[config.mk]
export PLATFORM = sky130hd
export DESIGN_NAME = hazard_scoreboard
export DESIGN_NICKNAME = d
export VERILOG_FILES = /design/src/rtl/risc_pkg.sv /design/src/rtl/sb_counter.sv /design/src/rtl/hazard_scoreboard.sv
export SDC_FILE = /design/constraint.sdc
export NUM_CORES = 1
export LEC_CHECK = 0
export CORE_MARGIN = 2
export CORE_UTILIZATION = 45
export DETAILED_ROUTE_END_ITERATION = 8
export HOLD_SLACK_MARGIN = 0.05
export PLACE_DENSITY = 0.73
export RECOVER_POWER = 50
export SYNTH_ARGS = -nofsm -noshare
export SYNTH_HDL_FRONTEND = slang
export SYNTH_SLANG_ARGS = --single-unit
[constraint.sdc]
create_clock -name clk -period 3.6 [get_ports clk]
set_input_delay 0.72 -clock clk [delete_from_list [all_inputs] [get_ports clk]]
set_output_delay 0.72 -clock clk [all_outputs]
set_load 0.02 [all_outputs]
[src/rtl/risc_pkg.sv]
// rtl/risc_pkg.sv - shared ISA constants and opcode class decode for the in-order pipeline
// Used by the control unit and the issue-stage hazard scoreboard.
package risc_pkg;

  localparam int NREGS = 32;
  localparam int RW    = 5;
  localparam int OPW   = 6;

  typedef logic [RW-1:0]  reg_idx_t;
  typedef logic [OPW-1:0] opcode_t;

  localparam opcode_t OP_NOP    = 6'd0;
  localparam opcode_t OP_STORE  = 6'd3;
  localparam opcode_t OP_RF_MAX = 6'd20;

  // Opcodes 1..OP_RF_MAX write the register file, except stores; above that are branches.
  function automatic logic writes_rf(input opcode_t op);
    return (op != OP_NOP) && (op <= OP_RF_MAX) && (op != OP_STORE);
  endfunction

endpackage

[src/rtl/sb_counter.sv]
// rtl/sb_counter.sv - per-register write-back countdown for the hazard scoreboard
// Load has priority over the decrement; the value idles at zero.
module sb_counter #(
  parameter int CW        = 3,
  parameter int LOAD_VAL  = 4,
  parameter int READY_MAX = 0
) (
  input  logic clk,
  input  logic rst_n,
  input  logic i_load,
  output logic o_ready,
  output logic o_nonzero
);

  logic [CW-1:0] r_cnt;

  always_ff @(posedge clk or negedge rst_n) begin
    if (!rst_n) begin
      r_cnt <= '0;
    end else if (i_load) begin
      r_cnt <= CW'(LOAD_VAL);
    end else if (r_cnt != '0) begin
      r_cnt <= r_cnt - 1'b1;
    end
  end

  assign o_ready   = (r_cnt <= CW'(READY_MAX));
  assign o_nonzero = (r_cnt != '0);

endmodule

[src/rtl/hazard_scoreboard.sv]
// rtl/hazard_scoreboard.sv - issue-stage RAW interlock with one countdown per architectural register
// HAZARD_FWD_EN: sources count as ready once their counter reaches FWD_DIST (forwarding path).
module hazard_scoreboard
  import risc_pkg::*;
#(
  parameter int WB_LAT   = 4,
  parameter int FWD_DIST = 2
) (
  input  logic           clk,
  input  logic           reset,
  input  logic           issue_valid,
  input  logic [OPW-1:0] issue_op,
  input  logic [RW-1:0]  issue_rd,
  input  logic [RW-1:0]  issue_rs1,
  input  logic [RW-1:0]  issue_rs2,
  input  logic [1:0]     issue_rs_en,
  output logic           stall,
  output logic           issue_fire,
  output logic           busy_any,
  output logic [15:0]    stall_cycles
);

  localparam int CW = $clog2(WB_LAT + 1);
`ifdef HAZARD_FWD_EN
  localparam bit FWD_EN = 1'b1;
`else
  localparam bit FWD_EN = 1'b0;
`endif
  localparam int READY_MAX = FWD_EN ? FWD_DIST : 0;

  logic [NREGS-1:0] w_ready;
  logic [NREGS-1:0] w_nonzero;
  logic             w_rs1_hazard;
  logic             w_rs2_hazard;
  logic             w_rf_write;
  logic [15:0]      r_stall_cycles;

  // r0 is hardwired zero: never armed, always ready.
  assign w_ready[0]   = 1'b1;
  assign w_nonzero[0] = 1'b0;

  genvar g;
  generate
    for (g = 1; g < NREGS; g++) begin : g_cnt
      sb_counter #(
        .CW        (CW),
        .LOAD_VAL  (WB_LAT),
        .READY_MAX (READY_MAX)
      ) u_cnt (
        .clk       (clk),
        .rst_n     (reset),
        .i_load    (w_rf_write && (issue_rd == RW'(g))),
        .o_ready   (w_ready[g]),
        .o_nonzero (w_nonzero[g])
      );
    end
  endgenerate

  // Hazard uses the pre-update counters, so a producer may read its own rd.
  assign w_rs1_hazard = issue_rs_en[0] && !w_ready[issue_rs1];
  assign w_rs2_hazard = issue_rs_en[1] && !w_ready[issue_rs2];

  assign stall      = issue_valid && (w_rs1_hazard || w_rs2_hazard);
  assign issue_fire = issue_valid && !stall;
  assign w_rf_write = issue_fire && writes_rf(issue_op) && (issue_rd != '0);
  assign busy_any   = |w_nonzero;

  always_ff @(posedge clk or negedge reset) begin
    if (!reset) begin
      r_stall_cycles <= '0;
    end else if (stall && (r_stall_cycles != 16'hFFFF)) begin
      r_stall_cycles <= r_stall_cycles + 16'd1;
    end
  end

  assign stall_cycles = r_stall_cycles;

endmodule
==> results of run 1 <==
-- per-layer routing --
metal | up-vias | share of wire, % | GRT usage [%]
met3 | 25 | 3.5 | 3.18
met5 | - | 0 | 0
met2 | 82 | 50 | 35.2
met4 | 0 | 2.1 | 7.89
li1 | 2677 | - | -
met1 | 2622 | 44 | 26.0
-- path summary, 6_finish.rpt --
check / startpoint / endpoint / slack, ns / cells after the start
setup / recovery: g_cnt[24].u_cnt.r_cnt[1]$_DFFE_PN0P_ / issue_fire / 0.08 / 9
hold / removal: stall_cycles[11]$_DFFE_PN0P_ / stall_cycles[11]$_DFFE_PN0P_ / 0.49 / 1
setup reg to reg: g_cnt[24].u_cnt.r_cnt[1]$_DFFE_PN0P_ / g_cnt[23].u_cnt.r_cnt[1]$_DFFE_PN0P_ / 0.43 / 12
hold reg to reg: stall_cycles[11]$_DFFE_PN0P_ / stall_cycles[11]$_DFFE_PN0P_ / 0.49 / 1
max in group asynchronous: reset / g_cnt[24].u_cnt.r_cnt[2]$_DFFE_PN0P_ / 0.85 / 2
min in group asynchronous: reset / g_cnt[1].u_cnt.r_cnt[1]$_DFFE_PN0P_ / 0.70 / 1
-- flip-flops by register name (all words and copies together) (netlist names) --
register and flops:
g_cnt.u_cnt.r_cnt 93, stall_cycles 16
-- where the power goes --
group	internal (mW)	leakage [nW]	switching, mW
Clock	0.612	0.152	0.473
Combinational	1.81	2.48	1.74
Sequential	1.84	1.32	0.357
Total	4.25	3.95	2.57
-- repair_timing --
action | CTS | global route
gates resized for setup | 13 | 24
endpoints found under the setup margin | 3 | 3
setup buffers | 0 | 1
pin swaps | 3 | 4
-- cell type report --
type	instances	share of cell area (%)
inverter	84	3.75
sequential	109	32.5
tap	188	2.80
timing repair buffer	121	12.4
multi-input combinational	494	44.8
clock inverter	7	1.16
clock buffer	9	2.68
-- logic make-up after synthesis --
kind of cell	synth area share, %
DFF	40.0
muxes	5.17
buffers and inverters	5.92
AOI/OAI and AO/OA	13.7
adders and majority gates	11.5
and+or+nand+nor	17.9
xor gates and xnor gates	5.77
-- cells in the mapped netlist, drive strengths merged (12+ instances only) --
cell,count
xnor2,44
a221o,12
mux2i,15
dfrtp,109
nand2,23
ha,63
nor3,19
nor2b,26
inv,83
nand2b,34
a21oi,61
a21o,12
nor2,56
-- worst register-to-register path: stages (launching register included) --
cell and delay, ns:
dfrtp_1 0.40, inv_2 0.09, ha_4 0.14, or4b_4 0.47, o2111ai_2 0.10, o22ai_1 0.11
o311a_1 0.38, a2111oi_4 0.40, buf_4 0.21, nand3_4 0.14, nor3b_4 0.26, buf_12 0.21
a221oi_1 0.10
==> run metrics, run 1 <==
slowest CP cell or4b_4; TritonRoute pass-1 iters 4; total number of clock tree sinks 109; peak supply drop 343 uV; final worst path period need 3.52 ns; largest net degree at the start of global routing 57; Worst EP required 2.88 ns; top cell type's share of synthesized area 40.0%; CP top delay family compound AO/OA/AOI/OAI gates; pin slew with the least headroom to its limit 1.50 ns; Die Height between 100 and 150 um; multi-input logic area 0.00376 mm2; CTS tree yes; Core Area 0.0150 mm2; Max transition margin -0.193%; worst setup margin slightly above 0.08 ns; Synth cell types 57; fraction of registers with async set/reset 100%; Setup WS pre-CTS -0.628 ns; sequential share of the synthesized area 40.0%; CP Capture Type output pin; htree depth 3; most frequent cells in the layout dfrtp_1, inv_1, buf_4, ha_1, a21oi_1; Cells after Synth 704; CP bufs+invs 2; Synth area leader dfrtp_1; outcome complete, but fails checks; Synth Flop Type dfrtp_1; RSZ-0062 raised after global routing yes; Post-CTS Hold Buffers 0; TritonCTS buffer count 9; die area ~0.016 mm2; antenna cell count 0; largest cells by area after synthesis dfrtp_1, ha_1, xnor2_1; Port Buf Inserts 44; Slew Viols, Final 27; first-pass GRT wire length about 26 mm; number of synthesized flops with an enable pin 0; via count ~5,400; DR WL/cell ~16 um; GRT overflow 0; Die X-Extent 127 um; Post-Syn Nets 793; GP Congestion 0.876; Hold/Removal Path Class reg -> reg; Nets 908; initial drt markers 294; final core utilization between 50% and 60%; Worst Skew 0.00838 ns; Final period util 97.7%; Max-cap violations 1; initial antenna violation count 0; syn_area_per_cell 9.70 um2; CP arrival 2.80 ns; DR vias/cell 5.34; Worst Path Max Fanout 3; Tot Pwr a little under 7 mW; post-synthesis sequential element count 109; Lkg Pwr 3.95 nW; dpl cell area roughly 0.0080 mm2; design area 0.00840 mm2; CTS clk-pin slew, worst paths 0.07 ns; register area around 0.0027 mm2; Final Hold Slack 0.492 ns; Max clock buf depth 2; fraction of layout cells with a size suffix above 1 between 15 and 20%; Worst-Skew Late Latency 0.36 ns; GRT Util Overall between 20% and 30%; final wirelength 15.7 mm; DP Cell Count 995; power density over the cells 812 mW/mm2; setup_tns 0 ns; CP Class reg -> out; Area growth syn-to-layout 23.1%; post-route ant nets 0; slowest stage delay, CP between 0.4 and 0.5 ns; final hold viol count 0; vias in the first global route 5,354; Initial Util 45.4%; setup violators final 0; fill cell count 1,326; IO Pins 45; most common cell after layout, fill and taps aside dfrtp_1; f_max between 200 and 300 MHz; YS warnings 0; DRC Markers 0; root buf cell clkbuf_16; crit path launch type register; Cell Chain, Critical Path inv_2 -> ha_4 -> or4b_4 -> o2111ai_2 -> o22ai_1 -> o311a_1 -> a2111oi_4 -> and3_1 -> buf_6; dpl hpwl 11.7 mm; Netlist Area Pre-Place 0.00683 mm2; final cell count without fillers 1,012; failing checks capacitance limit, slew limit; Cell Rows 45
(Power assumes the default switching activity.)
==> run 2, diff against run 1 <==
CORE_MARGIN = 10   (was 2)
==> run 2 against run 1 <==
Compared with the run above:
- register-to-register slack is essentially flat
- sequential power hardly changed
- design area barely moved
- clock power rose by 9%
- die area grew 27%
- first-iteration DRC count shrank 6.1%
- largest cell class unchanged
- critical path depth is the same
- the run now ends clean
- non-clock buffer count is 2 lower
- wire length up 2.9%
==> run metrics, run 2 (synthesis gave the netlist of run 1 again) <==
Max transition margin 4.53% (+4.7 points); final worst path period need 3.55 ns (+0.0334 ns); Die X-Extent 143 um (+13%); slowest stage delay, CP 0.45 ns (-0.02 ns); TritonCTS buffer count 9 (unchanged); Worst Path Max Fanout 3 (unchanged); Cell Chain, Critical Path inv_2 -> ha_4 -> or3b_2 -> a21oi_2 -> o22ai_2 -> o311a_1 -> a2111oi_4 -> and3_1 -> buf_6; DR vias/cell 5.32 (-0.50%); Port Buf Inserts 44 (unchanged); power density over the cells 824 mW/mm2 (+1.5%); Hold/Removal Path Class reg -> reg; largest net degree at the start of global routing 57 (unchanged); first-pass GRT wire length 26.5 mm (+0.94%); crit path launch type register; most frequent cells in the layout dfrtp_1, inv_1, buf_4, ha_1, a21oi_1; RSZ-0062 raised after global routing yes; FF-to-FF Start g_cnt[28].u_cnt.r_cnt[1]$_DFFE_PN0P_; initial drt markers 276 (-6.1%); IO Pins 45 (unchanged); Max-cap violations 0 (-1); Lkg Pwr 3.97 nW (+0.51%); vias in the first global route 5,169 (-3.5%); Cell Rows 44 (-2.2%); GRT Util Overall 16.3% (-4.1 points); post-route ant nets 0 (unchanged); Reg2Reg Setup Slack 0.42 ns (about the same); initial antenna violation count 0 (unchanged); htree depth 3 (unchanged); max FFs per register 93 (unchanged); Reg-to-Reg End g_cnt[21].u_cnt.r_cnt[1]$_DFFE_PN0P_; Final period util 98.6% (+0.93 points); GP Congestion 0.899 (+2.6%); CP Capture Type output pin; setup violators final 0 (unchanged); outcome completed; most common cell after layout, fill and taps aside dfrtp_1; DR WL/cell 16.1 um (+3.5%); Die Height 143 um (+13%); TritonRoute pass-1 iters 4 (unchanged); WHS Path Cells 1 (unchanged); Most flops, register g_cnt.u_cnt.r_cnt; total number of clock tree sinks 109 (unchanged); dpl hpwl 12.2 mm (+3.8%); Worst EP required 2.88 ns (about the same); final wirelength 16.2 mm (+2.9%); Core Area 0.0147 mm2 (-2.2%); final hold viol count 0 (unchanged); Slew Viols, Final 0 (-100%); peak supply drop 353 uV (+2.9%); Max clock buf depth 2 (unchanged); highest routed layer met4; f_max 282 MHz (-0.94%); Worst-Skew Late Latency 0.36 ns (about the same); antenna cell count 0 (unchanged); Area growth syn-to-layout 23.2% (about the same); pin slew with the least headroom to its limit 1.43 ns (-0.0708 ns); post-route met1 wirelength 6.97 mm (-0.17%); die area 0.0205 mm2 (+27%); Hold Crit Endpoint stall_cycles[11]$_DFFE_PN0P_; CTS tree yes; Met3 Wirelength 917 um (+66%); final core utilization 57.2% (+1.3 points); CTS clk-pin slew, worst paths 0.07 ns (about the same); slowest CP cell or3b_2; WL met2 7.99 mm (+1.6%); CP arrival 2.83 ns (+0.03 ns); root buf cell clkbuf_16; DRC Markers 0 (unchanged); Reg2Reg Depth 12 (unchanged); via count 5,347 (-1.1%); GRT overflow 0 (unchanged); Initial Util 46.4% (+1.0 points); Final Hold Slack 0.485 ns (-0.00640 ns); hold path start stall_cycles[11]$_DFFE_PN0P_; fraction of layout cells with a size suffix above 1 16.1% (+0.039 points); CP Class reg -> out; Nets 906 (-0.22%); Worst Skew 0.0128 ns (+0.00442 ns)
-- run 2: cell types whose count changed in the layout (fill, tap and decap cells not counted), moves of 2 or more --
cell / before / now
clkbuf_2: 2 / 4
clkbuf_1: 2 / 0
buf_4: 73 / 71
clkbuf_8: 0 / 2
clkinvlp_4: 2 / 0
-- run 2: area by class of cell --
class | instances | area, um2
timing repair buffer | 119 | 1040
clock inverter | 5 | 104
fill | 1260 | 6290
sequential | 109 | 2730
tap | 184 | 230
multi-input combinational | 494 | 3740
inverter | 84 | 315
clock buffer | 11 | 253
-- run 2: worst max-delay path: cells and delay by family, from the launching register on --
kind	cells	cell delay, ns
AND/OR/NAND/NOR	2	0.70
flip-flops	1	0.39
adder cells (fa/ha/maj)	1	0.14
AO/OA/AOI/OAI	4	1.03
buffers and inverters	2	0.20
-- run 2: metrics by stage --
step	instance area [um2]	setup TNS [ns]	power (mW)	setup slack [ns]	std cells
final	8410	0	6.93	0.0486	1006
after global placement	8020	-8.99	5.58	-0.627	989
after CTS	8380	-0.0533	6.96	-0.0533	1005
after detailed placement	8020	-10.96	5.73	-0.640	989
after global routing	8410	-0.0571	7.58	-0.0571	1006
after floorplan	6830	0	4.63	0.251	704
-- run 2: worst max-delay path by stage --
stage | startpoint | to | cells after the start
5_1_grt | g_cnt[28].u_cnt.r_cnt[1]$_DFFE_PN0P_ | issue_fire | 9
3_5_place_dp | issue_rs2[1] | issue_fire | 8
4_1_cts | issue_rs2[0] | issue_fire | 8
3_3_place_gp | issue_rs2[1] | issue_fire | 8
6_report | g_cnt[28].u_cnt.r_cnt[1]$_DFFE_PN0P_ | issue_fire | 9
2_1_floorplan | issue_rs2[0] | issue_fire | 7
-- run 2: power by group --
group,switching (mW),total (mW),internal (mW)
Combinational,1.74,3.56,1.82
Sequential,0.352,2.19,1.84
Clock,0.465,1.19,0.720
Total,2.56,6.93,4.37
-- run 2: metal layers --
metal | global-route usage, % | vias to the layer above
li1 | - | 2663
met1 | 20.0 | 2570
met2 | 27.5 | 98
met3 | 3.38 | 16
met4 | 6.30 | 0
met5 | 0 | -
-- run 2: repair_timing --
action / CTS / global route
buffers inserted: 0 / 1
endpoints found under the setup margin: 3 / 3
pin swaps: 2 / 7
hold buffers: 0 / 0
gates resized for setup: 14 / 22
==> run 3, diff against run 2 <==
--- a/config.mk
+++ b/config.mk
@@ -7,8 +7,8 @@
 export LEC_CHECK = 0
 export CORE_MARGIN = 10
-export CORE_UTILIZATION = 45
+export CORE_UTILIZATION = 35
 export DETAILED_ROUTE_END_ITERATION = 8
 export HOLD_SLACK_MARGIN = 0.05
-export PLACE_DENSITY = 0.73
+export PLACE_DENSITY = 0.62
 export RECOVER_POWER = 50
 export SYNTH_ARGS = -nofsm -noshare
==> constraint.sdc (replaced) <==
create_clock -name clk -period 3.6 [get_ports clk]
set_input_delay 0.72 -clock clk [delete_from_list [all_inputs] [get_ports clk]]
set_output_delay 0.72 -clock clk [all_outputs]
set_load 0.01 [all_outputs]
==> run 3 against run 2 <==
Compared with the run above:
- the run now ends with capacitance limit, slew limit left
- clock-buffer cell count is 1 lower
- setup slack improved by 0.073 ns
- wire length is 2.1% higher
- clock skew shrank 0.0032 ns
- non-clock buffer count is 8 lower
- flip-flop and latch count stayed put
- core utilization decreased by 14 points
- critical path type is now in -> out
- largest cell class unchanged
- highest routed layer unchanged
==> run metrics, run 3 (synthesis gave the netlist of run 1 again) <==
die area 0.0255 mm2 (+24%); Slew Viols, Final 37 (+37); failing checks capacitance limit, slew limit; DRC Markers 0 (unchanged); Tot Pwr 6.61 mW (-4.7%); total number of clock tree sinks 109 (unchanged); GP Congestion 0.885 (-1.5%); dpl hpwl 12.5 mm (+2.9%); Most flops, register g_cnt.u_cnt.r_cnt; IO Pins 45 (unchanged); Die Height 160 um (+12%); Max clock buf depth 2 (unchanged); setup violators final 0 (unchanged); RSZ-0062 raised after global routing yes; DR WL/cell 15.3 um (-4.8%); Worst-Skew Late Latency 0.36 ns (about the same); initial antenna violation count 1 (+1); GRT overflow 0 (unchanged); Hold/Removal Path Class reg -> reg; Max transition margin -34.2% (-39 points); Reg-to-Reg End g_cnt[23].u_cnt.r_cnt[1]$_DFFE_PN0P_; WHS Path Cells 1 (unchanged); Port Buf Inserts 44 (unchanged); max FFs per register 93 (unchanged); post-route ant nets 0 (unchanged); fraction of layout cells with a size suffix above 1 14.3% (-1.8 points); most frequent cells in the layout dfrtp_1, inv_1, ha_1, buf_4, a21oi_1; DR vias/cell 4.96 (-6.7%); crit path launch type primary input; peak supply drop 246 uV (-30%); first-pass GRT wire length 28.0 mm (+5.5%); Nets 898 (-0.88%); Cell Rows 51 (+16%); Final period util 96.6% (-2.0 points); pin slew with the least headroom to its limit 2.01 ns (+0.582 ns); CP Class in -> out; FF-to-FF Start g_cnt[25].u_cnt.r_cnt[0]$_DFFE_PN0P_; Worst EP required 2.88 ns (about the same); hold path start stall_cycles[4]$_DFFE_PN0P_; final worst path period need 3.48 ns (-0.0728 ns); final wirelength 16.5 mm (+2.1%); final hold viol count 0 (unchanged); most common cell after layout, fill and taps aside dfrtp_1; Die X-Extent 160 um (+12%); power density over the cells 787 mW/mm2 (-4.5%); initial drt markers 329 (+19%); largest net degree at the start of global routing 75 (+32%); Hold Crit Endpoint stall_cycles[4]$_DFFE_PN0P_; TritonRoute pass-1 iters 5 (+1); root buf cell clkbuf_16; Lkg Pwr 3.91 nW (-1.7%); outcome complete, but fails checks; Initial Util 35.3% (-11 points); Reg2Reg Depth 14 (+2); htree depth 3 (unchanged); CTS clk-pin slew, worst paths 0.08 ns (about the same); CP Capture Type output pin; Area growth syn-to-layout 22.9%; Max-cap violations 1 (+1); antenna cell count 0 (unchanged); Setup WS pre-CTS -0.622 ns (+0.0179 ns); vias in the first global route 5,383 (+4.1%); Worst Skew 0.00963 ns (-0.00317 ns); CP arrival 2.76 ns (-0.07 ns); TritonCTS buffer count 9 (unchanged); f_max 287 MHz (+2.1%); CTS tree yes; Reg2Reg Setup Slack 0.38 ns (-0.04 ns); Final Hold Slack 0.489 ns (+0.00391 ns); worst setup margin 0.121 ns (+0.0728 ns); Worst Path Max Fanout 4 (+1); GRT Util Overall 13.4% (-3.0 points); via count 5,353 (+0.11%); Core Area 0.0193 mm2 (+32%)
==> run 3: critical path: stages <==
cell	delay, ns
dlygate4sd2_1	0.25
or4b_1	0.53
o2111ai_1	0.10
o22ai_1	0.11
o311a_1	0.38
a2111oi_4	0.19
buf_4	0.19
and3_1	0.15
buf_2	0.13
==> run 3: timing repair <==
action | in CTS | in global routing
pin swaps | 4 | 4
endpoints found under the setup margin | 3 | 3
hold endpoints to repair | 0 | 0
hold buffers | 0 | 0
gates resized for setup | 15 | 11
setup buffers | 0 | 2
==> run 3: worst max path at each step <==
stage	cells past startpoint	slack (ns)	from	end
floorplan	7	0.32	issue_rs2[0]	issue_fire
global placement	9	-0.63	issue_rs2[1]	issue_fire
detailed placement	9	-0.62	issue_rs2[1]	issue_fire
CTS	7	0.03	issue_rs1[0]	stall
global route	10	-0.02	g_cnt[25].u_cnt.r_cnt[0]$_DFFE_PN0P_	issue_fire
finish	9	0.12	issue_rs2[0]	issue_fire
==> run 3: stage by stage <==
step           setup TNS [ns]  std cells  cell area, um2  util, %
6_report                    0       1079            8390     43.4
5_1_grt               -0.0182       1079            8390     43.4
4_1_cts                     0       1077            8360     43.2
3_5_place_dp            -4.25       1061            8080     41.8
3_3_place_gp            -3.33       1061            8080     41.8
2_1_floorplan               0        704            6830        -
==> run 3: layer usage <==
metal  track usage [%]  routed length, um  up-vias
li1                  -                  -     2652
met1              16.7               7410     2597
met2              22.6               8190       82
met3              2.01                528       22
met4              5.35                397        0
met5                 0                  0        -
==> run 3: report_power, final <==
group	leakage, nW	switching (mW)	total (mW)	internal [mW]
clock network	0.139	0.478	0.956	0.478
registers	1.32	0.346	2.18	1.84
logic	2.45	1.70	3.47	1.77
==> run 3: area by class of cell <==
class                      count  area (um2)
clock buffer                  10         229
clock inverter                 6        47.5
fill                        1870       10900
inverter                      84         315
multi-input combinational    494        3730
sequential                   109        2730
tap                          265         332
timing repair buffer         111        1000
